==> src/rtl/storage_req_arbiter.sv <==
// Merges the instruction-fetch and data ports into one downstream memory request interface.
// Round-robin grant, region decode, word-address translation and a completion timeout.
module storage_req_arbiter #(
   parameter logic [3:0]  EXT_REGION  = 4'h0,
   parameter logic [3:0]  SRAM_REGION = 4'h1,
   parameter int unsigned TIMEOUT     = 1024
) (
   input  logic        clk,
   input  logic        rst,
   // instruction fetch port
   input  logic        instr_req,
   input  logic [31:0] instr_addr,
   output logic        instr_gnt,
   output logic        instr_rvalid,
   output logic [31:0] instr_rdata,
   output logic        instr_err,
   // data port
   input  logic        data_req,
   input  logic        data_we,
   input  logic [31:0] data_addr,
   input  logic [3:0]  data_be,
   input  logic [31:0] data_wdata,
   output logic        data_gnt,
   output logic        data_rvalid,
   output logic [31:0] data_rdata,
   output logic        data_err,
   // downstream
   output logic        memory_access,
   output logic        memory_is_writing,
   output logic [31:0] addr,
   output logic [31:0] d_in,
   output logic [3:0]  mem_be,
   output logic        external_storage_access,
   input  logic [31:0] d_out,
   input  logic        out_valid
);

   localparam int unsigned CW = $clog2(TIMEOUT);

   typedef enum logic [1:0] {StIdle, StAccess, StResp} state_e;

   state_e        state_q, state_d;
   logic [CW-1:0] cnt_q, cnt_d;
   logic          prefer_data_q, prefer_data_d;
   logic          winner_q, winner_d;   // 1: data port owns the transaction
   logic          we_q, we_d;
   logic [3:0]    be_q, be_d;
   logic [31:0]   addr_q, addr_d;
   logic [31:0]   wdata_q, wdata_d;
   logic          ext_q, ext_d;
   logic [31:0]   rdata_q, rdata_d;
   logic          err_q, err_d;

   logic [31:0]   req_addr;
   logic          req_we;
   logic [3:0]    region;

   // byte offset within a word never reaches the downstream interface
   logic unused_byte_offset;
   assign unused_byte_offset = ^{instr_addr[1:0], data_addr[1:0]};

   always_comb begin
      state_d       = state_q;
      cnt_d         = cnt_q;
      prefer_data_d = prefer_data_q;
      winner_d      = winner_q;
      we_d          = we_q;
      be_d          = be_q;
      addr_d        = addr_q;
      wdata_d       = wdata_q;
      ext_d         = ext_q;
      rdata_d       = rdata_q;
      err_d         = err_q;
      instr_gnt     = 1'b0;
      data_gnt      = 1'b0;
      req_addr      = '0;
      req_we        = 1'b0;
      region        = '0;

      unique case (state_q)
         StIdle: begin
            instr_gnt = instr_req && (!data_req || !prefer_data_q);
            data_gnt  = data_req && (!instr_req || prefer_data_q);
            if (instr_gnt || data_gnt) begin
               req_addr      = data_gnt ? data_addr : instr_addr;
               req_we        = data_gnt && data_we;
               region        = req_addr[31:28];
               winner_d      = data_gnt;
               prefer_data_d = instr_gnt;
               we_d          = req_we;
               be_d          = data_gnt ? data_be : 4'hF;
               wdata_d       = data_gnt ? data_wdata : '0;
               addr_d        = {6'b0, req_addr[27:2]};
               if (region == EXT_REGION && !req_we) begin
                  ext_d   = 1'b1;
                  state_d = StAccess;
               end else if (region == SRAM_REGION) begin
                  ext_d   = 1'b0;
                  state_d = StAccess;
               end else begin
                  // external storage is read-only; unmapped regions error out immediately
                  ext_d   = 1'b0;
                  err_d   = 1'b1;
                  rdata_d = '0;
                  state_d = StResp;
               end
            end
         end
         StAccess: begin
            cnt_d = cnt_q + CW'(1);
            if (out_valid) begin
               rdata_d = we_q ? '0 : d_out;
               err_d   = 1'b0;
               state_d = StResp;
            end else if (cnt_q == CW'(TIMEOUT - 1)) begin
               rdata_d = '0;
               err_d   = 1'b1;
               state_d = StResp;
            end
         end
         StResp: begin
            cnt_d   = '0;
            state_d = StIdle;
         end
         default: state_d = StIdle;
      endcase
   end

   always_ff @(posedge clk) begin
      if (rst) begin
         state_q       <= StIdle;
         cnt_q         <= '0;
         prefer_data_q <= 1'b0;
         winner_q      <= 1'b0;
         we_q          <= 1'b0;
         be_q          <= '0;
         addr_q        <= '0;
         wdata_q       <= '0;
         ext_q         <= 1'b0;
         rdata_q       <= '0;
         err_q         <= 1'b0;
      end else begin
         state_q       <= state_d;
         cnt_q         <= cnt_d;
         prefer_data_q <= prefer_data_d;
         winner_q      <= winner_d;
         we_q          <= we_d;
         be_q          <= be_d;
         addr_q        <= addr_d;
         wdata_q       <= wdata_d;
         ext_q         <= ext_d;
         rdata_q       <= rdata_d;
         err_q         <= err_d;
      end
   end

   assign memory_access           = (state_q == StAccess);
   assign memory_is_writing       = we_q;
   assign addr                    = addr_q;
   assign d_in                    = wdata_q;
   assign mem_be                  = be_q;
   assign external_storage_access = ext_q;

   assign instr_rvalid = (state_q == StResp) && !winner_q;
   assign data_rvalid  = (state_q == StResp) && winner_q;
   assign instr_rdata  = rdata_q;
   assign data_rdata   = rdata_q;
   assign instr_err    = err_q;
   assign data_err     = err_q;

endmodule

==> config.mk <==
export PLATFORM = sky130hd
export DESIGN_NAME = storage_req_arbiter
export DESIGN_NICKNAME = d
export VERILOG_FILES = /design/src/rtl/storage_req_arbiter.sv
export SDC_FILE = /design/constraint.sdc
export NUM_CORES = 1
export LEC_CHECK = 0
export BUFFER_PORTS_ARGS = -buffer_cell sky130_fd_sc_hd__buf_2
export CAP_MARGIN = 15
export CORE_AREA = 2 2 107 109
export DETAILED_ROUTE_END_ITERATION = 10
export DIE_AREA = 0 0 109 111
export GPL_ROUTABILITY_DRIVEN = 0
export PLACE_DENSITY = 0.8
export RECOVER_POWER = 100
export SYNTH_ARGS = -nofsm -noshare
export SYNTH_HDL_FRONTEND = slang
export SYNTH_SLANG_ARGS = --single-unit
==> constraint.sdc <==
create_clock -name clk -period 6.5 [get_ports clk]
set_input_delay 1.3 -clock clk [delete_from_list [all_inputs] [get_ports clk]]
set_output_delay 1.3 -clock clk [all_outputs]
set_load 0.005 [all_outputs]
==> results_dict.tcl, run 1 <==
set metrics [dict create \
    status "complete, but fails checks" \
    violations "capacitance limit, slew limit" \
    relSlewSlack_pct -21.4 \
    synth_ff_type "dfxtp_1" \
    rsz0062_at_grt "no" \
    cts_tree "yes" \
    antenna_found_initial 1 \
    layout_setup_ws_ns 1.79 \
    cts_buffers 9 \
    min_period_ns 4.71 \
    grt_pass1_vias 3989 \
    portBuffers 268 \
    power.switching_mw 0.426 \
    reg2reg_to "data_err" \
    cts.sinks 111 \
    cts_resized 0 \
    final_cells 912 \
    die_y_um 111 \
    grt_pass1_wl_um 19600 \
    core_um2 11100 \
    fin_nets 905 \
    drc 0 \
    tns_ns 0 \
    drtIter0Drc 238 \
    post-route-period-util_pct 72.4 \
    grt_use_total_pct 20.4 \
    yosysMostFrequentCell "dfxtp_1" \
    cellInternalPower_mw 1.16 \
    worstMarginPinSlew_ns 1.82 \
    yosysSeqAreaShare_pct 45.6 \
    synth_area_um2 4870 \
    power.share.clock_pct 35.3 \
    synth_edf_count 0 \
    hpwl_um 9120 \
    maxCapViolations 3 \
    synth_top_area_share_pct 45.6 \
    dieWidth_um 109 \
    ctsHtreeMaxLevel 3 \
    grt_max_degree 82 \
    place_inst 894 \
    skew_ns 0.00565 \
    cp.required_ns 6.64 \
    place_ws_ns 2.57 \
    dr_total_vias 4506 \
    cp-end-kind "register" \
    clk_latency_ns 0.34 \
    reg2reg_from "prefer_data_q" \
    fmax_mhz 212 \
    yosysTopAreaCell "dfxtp_1" \
    antenna_left 0 \
    cp-start-kind "input port" \
    arrival_ns 4.85 \
    seqPwrFrac_pct 47.0 \
    synthDistinctLibCells 42 \
    finalHoldViolCount 0 \
    p_per_area_nw_per_um2 257 \
    reg2regPathDepth 6 \
    fillers 1072 \
    irDropWorstVdd_v 0.000137 \
    synthTopCellsByArea "dfxtp_1 46%, mux2i_1 7.0%, nor2_1 6.2%" \
    clock-root-buffer "clkbuf_16" \
    ff2ff_setup_slack_ns 3.17 \
    hold_ws_ns 0.486 \
    ioPinCount 279 \
    cp_max_fo 35 \
    hp-start "winner_q" \
    drive_gt1_share_pct 27.7 \
    min_delay_path_depth 2 \
    setup_viol_count_final 0 \
    yosysWarnings 0 \
    avgSynthCellArea_um2 8.81 \
    routedWlPerCell_um 13.9 \
    comb_power_share_pct 17.7 \
    swShare_pct 26.9 \
    path_clk_slew_ns 0.07 \
    cts_buffer_depth 2 \
    hold_end "winner_q" \
    path_class "in -> reg" \
    rows 39 \
    hp-class "reg -> reg" \
    synthArstFlopShare_pct 0 \
    cts_setup_buffers 0 \
    wl_um 12600 \
    grt-ovfl-total 0 \
    die_area_um2 12100 \
    cts_hold_buf 0 \
    first_pass_iters 4 \
    synth_seq_cells 111 \
    report.final.slew_viol_count 107 \
    syn_to_final_growth_pct 26.5 \
    initial_core_util_pct 44.0 \
    leakagePower_nw 2.76 \
    netlist_instances 553 \
    via_per_inst 4.94 \
    synth_common_cells "111 x dfxtp_1, 80 x nor2_1, 64 x nand2_1, 39 x buf_4, 36 x nand2b_1" \
]
-- final cells by class --
class / count / area (um^2) / share of cell area [%]
diodes: 1 / 2.50 / 0.0406
clock buffers: 10 / 239 / 3.88
clock inverters: 6 / 68.8 / 1.12
inverters: 6 / 22.5 / 0.366
multi-input cells: 361 / 2130 / 34.6
flip-flops and latches: 111 / 2220 / 36.1
well taps: 143 / 179 / 2.90
repair buffers: 274 / 1290 / 21.0
-- power groups by stage --
stage	sequential, mW	combinational (mW)	clock (mW)
2_1_floorplan	0.763	0.184	0
3_3_place_gp	0.758	0.284	0
4_1_cts	0.745	0.285	0.577
3_5_place_dp	0.759	0.286	0
5_1_grt	0.751	0.313	0.606
6_report	0.745	0.280	0.560
-- registers in the layout, indices dropped and copies added, names as in the netlist --
| signal | flops |
|---|---|
| d_in | 32 |
| data_rdata | 32 |
| addr | 26 |
| cnt_q | 10 |
| mem_be | 4 |
| state_q | 2 |
| data_err | 1 |
| external_storage_access | 1 |
| memory_is_writing | 1 |
| prefer_data_q | 1 |
| winner_q | 1 |
-- how the worst max path moves through the flow --
stage	startpoint	to	slack (ns)	cells past startpoint
floorplan	instr_req	data_gnt	3.27	4
global route	data_req	data_err	1.43	6
finish	data_req	data_err	1.79	6
global placement	data_req	data_err	2.59	6
CTS	data_req	data_gnt	2.73	4
detailed placement	data_req	data_err	2.57	6
-- per-stage QoR --
| stage | area, um^2 | util [%] | total power, mW |
|---|---|---|---|
| 6_report | 6160 | 55.6 | 1.59 |
| 5_1_grt | 6160 | 55.6 | 1.67 |
| 4_1_cts | 6260 | 56.5 | 1.61 |
| 3_5_place_dp | 5950 | 53.7 | 1.05 |
| 3_3_place_gp | 5950 | 53.7 | 1.04 |
| 2_1_floorplan | 4890 | - | 0.947 |
-- worst max-delay path, cell delays in order --
cell and delay, ns:
clkbuf_1 1.07, nor4b_1 0.33, nand3_1 0.19, a21oi_1 0.29, or3b_1 1.38, a221oi_1 0.28
-- routing by layer --
layer  global-route usage, %  part of all wire [%]
met1                    24.7                    43
met2                    34.2                    47
met3                    5.00                   8.0
met4                    7.95                   2.0
met5                       0                     0
-- layout by cell type (no fill, tap or decap), drive strengths merged, types with 7 or more instances in the layout --
cell	Yosys	layout
mux2i	34	34
nand2b	36	36
nor2	80	80
nand2	65	65
dfxtp	111	111
clkbuf	34	90
inv	6	7
nor3	10	10
a22oi	33	33
buf	46	194
nand3	30	30
a311oi	27	27
-- kinds of logic after synthesis --
logic type	count (synthesis)	synth area share, %
fa+ha+maj	4	1.03
mux	34	6.99
xor+xnor	7	1.26
simple gates	234	21.8
other cells	1	0.0770
compound gates	76	12.2
flops	111	45.6
buf+inv	86	11.0
Power figures use the tool's default switching activity.
==> run 2: changes to the inputs <==
- CORE_AREA: 2 2 107 109 -> unset
- CORE_MARGIN: unset -> 2
- CORE_UTILIZATION: unset -> 40
- DIE_AREA: 0 0 109 111 -> unset
- PLACE_DENSITY: 0.8 -> 0.76
- clock period: 6.5 -> 4.2 ns (I/O delays scaled with it)
==> results_dict.tcl, run 2 (same netlist as run 1, synthesis figures left out) <==
set metrics [dict create \
    initial_core_util_pct 40.7 \
    first_pass_iters 4 \
    skew_ns 0.0105 \
    cts.sinks 111 \
    cts_setup_buffers 0 \
    tns_ns 0 \
    p_per_area_nw_per_um2 407 \
    report.final.slew_viol_count 69 \
    final_util_pct 52.0 \
    cp-start-kind "input port" \
    hp-class "reg -> reg" \
    cp.required_ns 4.37 \
    cellInternalPower_mw 1.86 \
    grt_max_degree 69 \
    ioPinCount 279 \
    grt_pass1_vias 4051 \
    comb_power_share_pct 17.4 \
    grt_use_total_pct 19.0 \
    status "complete, but fails checks" \
    antenna_found_initial 0 \
    rows 40 \
    worstMarginPinSlew_ns 2.69 \
    violations "capacitance limit, slew limit" \
    drive_gt1_share_pct 28.4 \
    arrival_ns 3.49 \
    wl_um 13200 \
    final_area_um2 6220 \
    grt_pass1_wl_um 19900 \
    seqPwrFrac_pct 45.7 \
    rsz0062_at_grt "no" \
    drtIter0Drc 249 \
    finalHoldViolCount 0 \
    cts_tree "yes" \
    hpwl_um 9730 \
    reg2regPathDepth 7 \
    core_um2 12000 \
    clock-root-buffer "clkbuf_16" \
    maxCapViolations 1 \
    cts_buffer_depth 2 \
    antenna_cells 0 \
    final_common_cell "buf_2" \
    min_period_ns 3.32 \
    path_class "in -> reg" \
    cp-end-kind "register" \
    path_clk_slew_ns 0.08 \
    cts_buffers 9 \
    leakagePower_nw 2.78 \
    irDropWorstVdd_v 0.000194 \
    relSlewSlack_pct -79.2 \
    placed_cell_area_um2 5990 \
    power.switching_mw 0.671 \
    via_per_inst 4.93 \
    die_y_um 114 \
    dr_total_vias 4530 \
    post-route-period-util_pct 79.1 \
    syn_to_final_growth_pct 27.6 \
    ctsHtreeMaxLevel 3 \
    setup_viol_count_final 0 \
    fin_nets 909 \
    min_delay_path_depth 2 \
    swShare_pct 26.6 \
    dieWidth_um 114 \
    grt-ovfl-total 0 \
    cts_resized 0 \
    clk_latency_ns 0.34 \
    die_area_um2 13100 \
    antenna_left 0 \
    mostFrequentLayoutCells "186 x buf_2, 111 x dfxtp_1, 79 x nor2_1, 79 x clkbuf_1, 64 x nand2_1" \
    cts_hold_buf 0 \
    routedWlPerCell_um 14.4 \
    drc 0 \
    fmax_mhz 301 \
    power.share.clock_pct 37.0 \
    cp_max_fo 68 \
    portBuffers 268 \
]
-- run 2: critical path: stages --
cell	delay [ns]
clkbuf_1	1.87
buf_4	0.64
a311oi_1	0.09
-- run 2: path summary, 6_finish.rpt --
| kind | startpoint | to | slack (ns) |
|---|---|---|---|
| worst min register to register | data_rdata[3] | data_rdata[3] | 0.49 |
| worst max register to register | cnt_q[0] | data_rdata[23] | 1.47 |
| worst min-delay path | data_rdata[3] | data_rdata[3] | 0.49 |
| worst max-delay path | rst | addr[20] | 0.88 |
-- run 2: per-layer routing --
| layer | wire (um) | global-route usage, % | vias to the layer above |
|---|---|---|---|
| met3 | 1010 | 5.03 | 10 |
| met1 | 5700 | 22.6 | 2061 |
| li1 | - | - | 2278 |
| met5 | 0 | 0 | - |
| met4 | 122 | 5.61 | 0 |
| met2 | 6420 | 33.8 | 181 |
-- run 2: layout make-up --
| type | count | area, um^2 |
|---|---|---|
| Multi-Input combinational cell | 361 | 2140 |
| Timing Repair Buffer | 278 | 1320 |
| Fill cell | 1180 | 5740 |
| Sequential cell | 111 | 2220 |
| Clock buffer | 10 | 239 |
| Clock inverter | 6 | 92.6 |
| Tap cell | 147 | 184 |
| Inverter | 6 | 22.5 |
-- run 2: power by group through the flow --
stage	Combinational [mW]	Sequential [mW]	Clock [mW]
after floorplan	0.284	1.18	0
after global placement	0.449	1.18	0
after detailed placement	0.451	1.18	0
after CTS	0.452	1.15	0.955
final	0.439	1.15	0.934
after global routing	0.484	1.16	1.00
-- run 2: per-stage QoR --
stage / worst slack [ns] / hold slack [ns] / total power, mW / cells
2_1_floorplan: 1.89 / 0.459 / 1.46 / 558
3_3_place_gp: 0.962 / 0.470 / 1.62 / 903
3_5_place_dp: 0.966 / 0.476 / 1.63 / 903
4_1_cts: 1.31 / 0.488 / 2.56 / 919
5_1_grt: 0.617 / 0.510 / 2.65 / 919
6_report: 0.878 / 0.487 / 2.53 / 919
==> run 3: changes to the inputs <==
- ABC_AREA: unset -> 1
- CORE_UTILIZATION: 40 -> 45
- PLACE_DENSITY: 0.76 -> 0.79
- clock period: 4.2 -> 3.3 ns (I/O delays scaled with it)
==> results_dict.tcl, run 3 <==
set metrics [dict create \
    rsz0062_at_grt "no" \
    cts_setup_buffers 0 \
    cts_buffers 9 \
    post-route-period-util_pct 71.5 \
    clk_latency_ns 0.35 \
    swShare_pct 31.8 \
    status "completed" \
    synthArstFlopShare_pct 0 \
    synth_edf_count 0 \
    power.share.clock_pct 30.4 \
    cts_resized 0 \
    hp-start "d_in[25]" \
    report.final.slew_viol_count 0 \
    via_per_inst 4.86 \
    finalHoldViolCount 0 \
    final_common_cell "nand2_1" \
    grt_max_degree 68 \
    syn_to_final_growth_pct 26.7 \
    min_period_ns 2.36 \
    core_um2 11300 \
    ctsHtreeMaxLevel 3 \
    first_pass_iters 5 \
    reg2reg_to "d_in[2]" \
    synth-simple-area-share_pct 26.6 \
    power.switching_mw 1.25 \
    regArea_um2 2220 \
    place_inst 1049 \
    path_buf_inv 2 \
    avgSynthCellArea_um2 7.32 \
    die_y_um 111 \
    synth_seq_cells 111 \
    portBuffers 268 \
    cp_top_family "buffers and inverters" \
    endpoint "d_in[2]" \
    routedWlPerCell_um 12.6 \
    path_clk_slew_ns 0.08 \
    yosysSeqAreaShare_pct 42.9 \
    ioPinCount 279 \
    synthDistinctLibCells 28 \
    seqPwrFrac_pct 41.9 \
    skew_ns 0.00709 \
    cp-end-kind "register" \
    place_ws_ns 0.962 \
    hpwl_um 9450 \
    clock-root-buffer "clkbuf_16" \
    tns_ns 0 \
    worstMarginPinSlew_ns 1.48 \
    final_util_pct 57.9 \
    cellInternalPower_mw 2.68 \
    relSlewSlack_pct 1.05 \
    arrival_ns 2.64 \
    fin_total_pwr_mw 3.93 \
    antenna_cells 0 \
    synth_common_cells "212 x nand2_1, 111 x dfxtp_1, 66 x nand3_1, 51 x nor2_1, 47 x a21oi_1" \
    synth_top_area_share_pct 42.9 \
    synth_ff_type "dfxtp_1" \
    yosysMostFrequentCell "nand2_1" \
    layout_setup_ws_ns 0.942 \
    final_cells 1065 \
    setup_viol_count_final 0 \
    grt_pass1_wl_um 21300 \
    path_class "reg -> reg" \
    post_synth_mux_area_share_pct 0 \
    cts_buffer_depth 2 \
    reg2reg_from "state_q[0]" \
    yosysWarnings 0 \
    die_area_um2 12400 \
    cp_cell_sequence "inv_1 > ha_1 > o21ai_0 > clkbuf_1 > nand2_1 > a21oi_1" \
    drc 0 \
    reg2regPathDepth 6 \
    yosysTopAreaCell "dfxtp_1" \
    mostFrequentLayoutCells "212 x nand2_1, 207 x buf_2, 111 x dfxtp_1, 67 x nand3_1, 64 x clkbuf_1" \
    cts_hold_buf 0 \
    antenna_left 0 \
    multi_input_area_um2 2280 \
    synth_top_family_by_area "simple AND/OR/NAND/NOR gates" \
    antenna_found_initial 1 \
    drive_gt1_share_pct 29.2 \
    cp.required_ns 3.58 \
    dr_total_vias 5173 \
    cts_tree "yes" \
    synth_adder_area_share_pct 0.967 \
    critical_path_depth 6 \
    dieWidth_um 111 \
    synthTopCellsByArea "dfxtp_1 43%, nand2_1 15%, nand3_1 6.4%" \
    synth_area_um2 5180 \
    irDropWorstVdd_v 0.000335 \
    rows 39 \
    drtIter0Drc 352 \
    hp-class "reg -> reg" \
    cts.sinks 111 \
    crit_path_start "state_q[0]" \
    synth-xor-area-share_pct 0.169 \
    fillers 1124 \
    cp_max_fo 35 \
    slowest_delay_ns 1.11 \
    fin_nets 1059 \
    grt_use_total_pct 21.0 \
    synth-compound-area-share_pct 15.9 \
    comb_power_share_pct 27.7 \
    p_per_area_nw_per_um2 600 \
    crit_slowest_cell "clkbuf_1" \
    wl_um 13400 \
    fmax_mhz 424 \
    leakagePower_nw 3.21 \
    grt_pass1_vias 4626 \
    initial_core_util_pct 45.7 \
    ff2ff_setup_slack_ns 0.94 \
    cp-start-kind "register" \
    grt-ovfl-total 0 \
    netlist_instances 707 \
    maxCapViolations 0 \
]
## run 3: changes by cell type in the layout (fill, tap and decap cells not counted), moves of 33 or more
cell / before / now
inv_1: 6 / 43
mux2i_1: 34 / 0
a21oi_1: 6 / 46
nand2_1: 64 / 212
a22oi_1: 33 / 0
nand2b_1: 36 / 0
nand3_1: 30 / 67
## run 3: stage by stage
stage,hold slack (ns),area (um^2)
final,0.468,6560
after global routing,0.485,6560
after CTS,0.464,6660
after detailed placement,0.452,6330
after global placement,0.449,6330
after floorplan,0.459,5190
## run 3: worst register-to-register path, delay by kind of cell (launching register included)
kind | cells | cell delay, ns
flops | 1 | 0.36
fa+ha+maj | 1 | 0.28
compound gates | 2 | 0.36
simple gates | 1 | 0.11
buf+inv | 2 | 1.18
## run 3: cell type report
cell class,instances,share of cell area [%]
Multi-Input combinational cell,470,34.8
Sequential cell,111,33.9
Timing Repair Buffer,279,21.0
Clock buffer,9,3.44
Tap cell,143,2.73
Inverter,46,2.63
Clock inverter,7,1.58
## run 3: worst min-delay path by stage
stage / slack (ns) / depth (start not counted) / endpoint
3_5_place_dp: 0.45 / 2 / d_in[25]
2_1_floorplan: 0.46 / 2 / winner_q
5_1_grt: 0.48 / 2 / d_in[13]
3_3_place_gp: 0.45 / 2 / d_in[7]
4_1_cts: 0.46 / 2 / d_in[25]
6_report: 0.47 / 2 / d_in[25]
## run 3: logic make-up after synthesis
kind of cell             count (synthesis)
buffers and inverters                  131
other                                    1
XOR/XNOR                                 1
AND/OR/NAND/NOR                        339
AO/OA/AOI/OAI                          120
adder cells (fa/ha/maj)                  4
flip-flops                             111
## run 3: per-layer routing
| metal | vias to the layer above | wire (um) | GRT usage, % |
|---|---|---|---|
| li1 | 2652 | - | - |
| met1 | 2298 | 5580 | 24.6 |
| met2 | 200 | 6470 | 36.2 |
| met3 | 23 | 1090 | 5.36 |
| met4 | 0 | 304 | 9.22 |
| met5 | - | 0 | 0 |
## run 3: power groups by stage
stage / clock [mW] / sequential (mW) / combinational, mW
floorplan: 0 / 1.69 / 0.772
global placement: 0 / 1.67 / 1.12
detailed placement: 0 / 1.68 / 1.13
CTS: 1.23 / 1.65 / 1.13
global route: 1.28 / 1.67 / 1.22
finish: 1.20 / 1.65 / 1.09
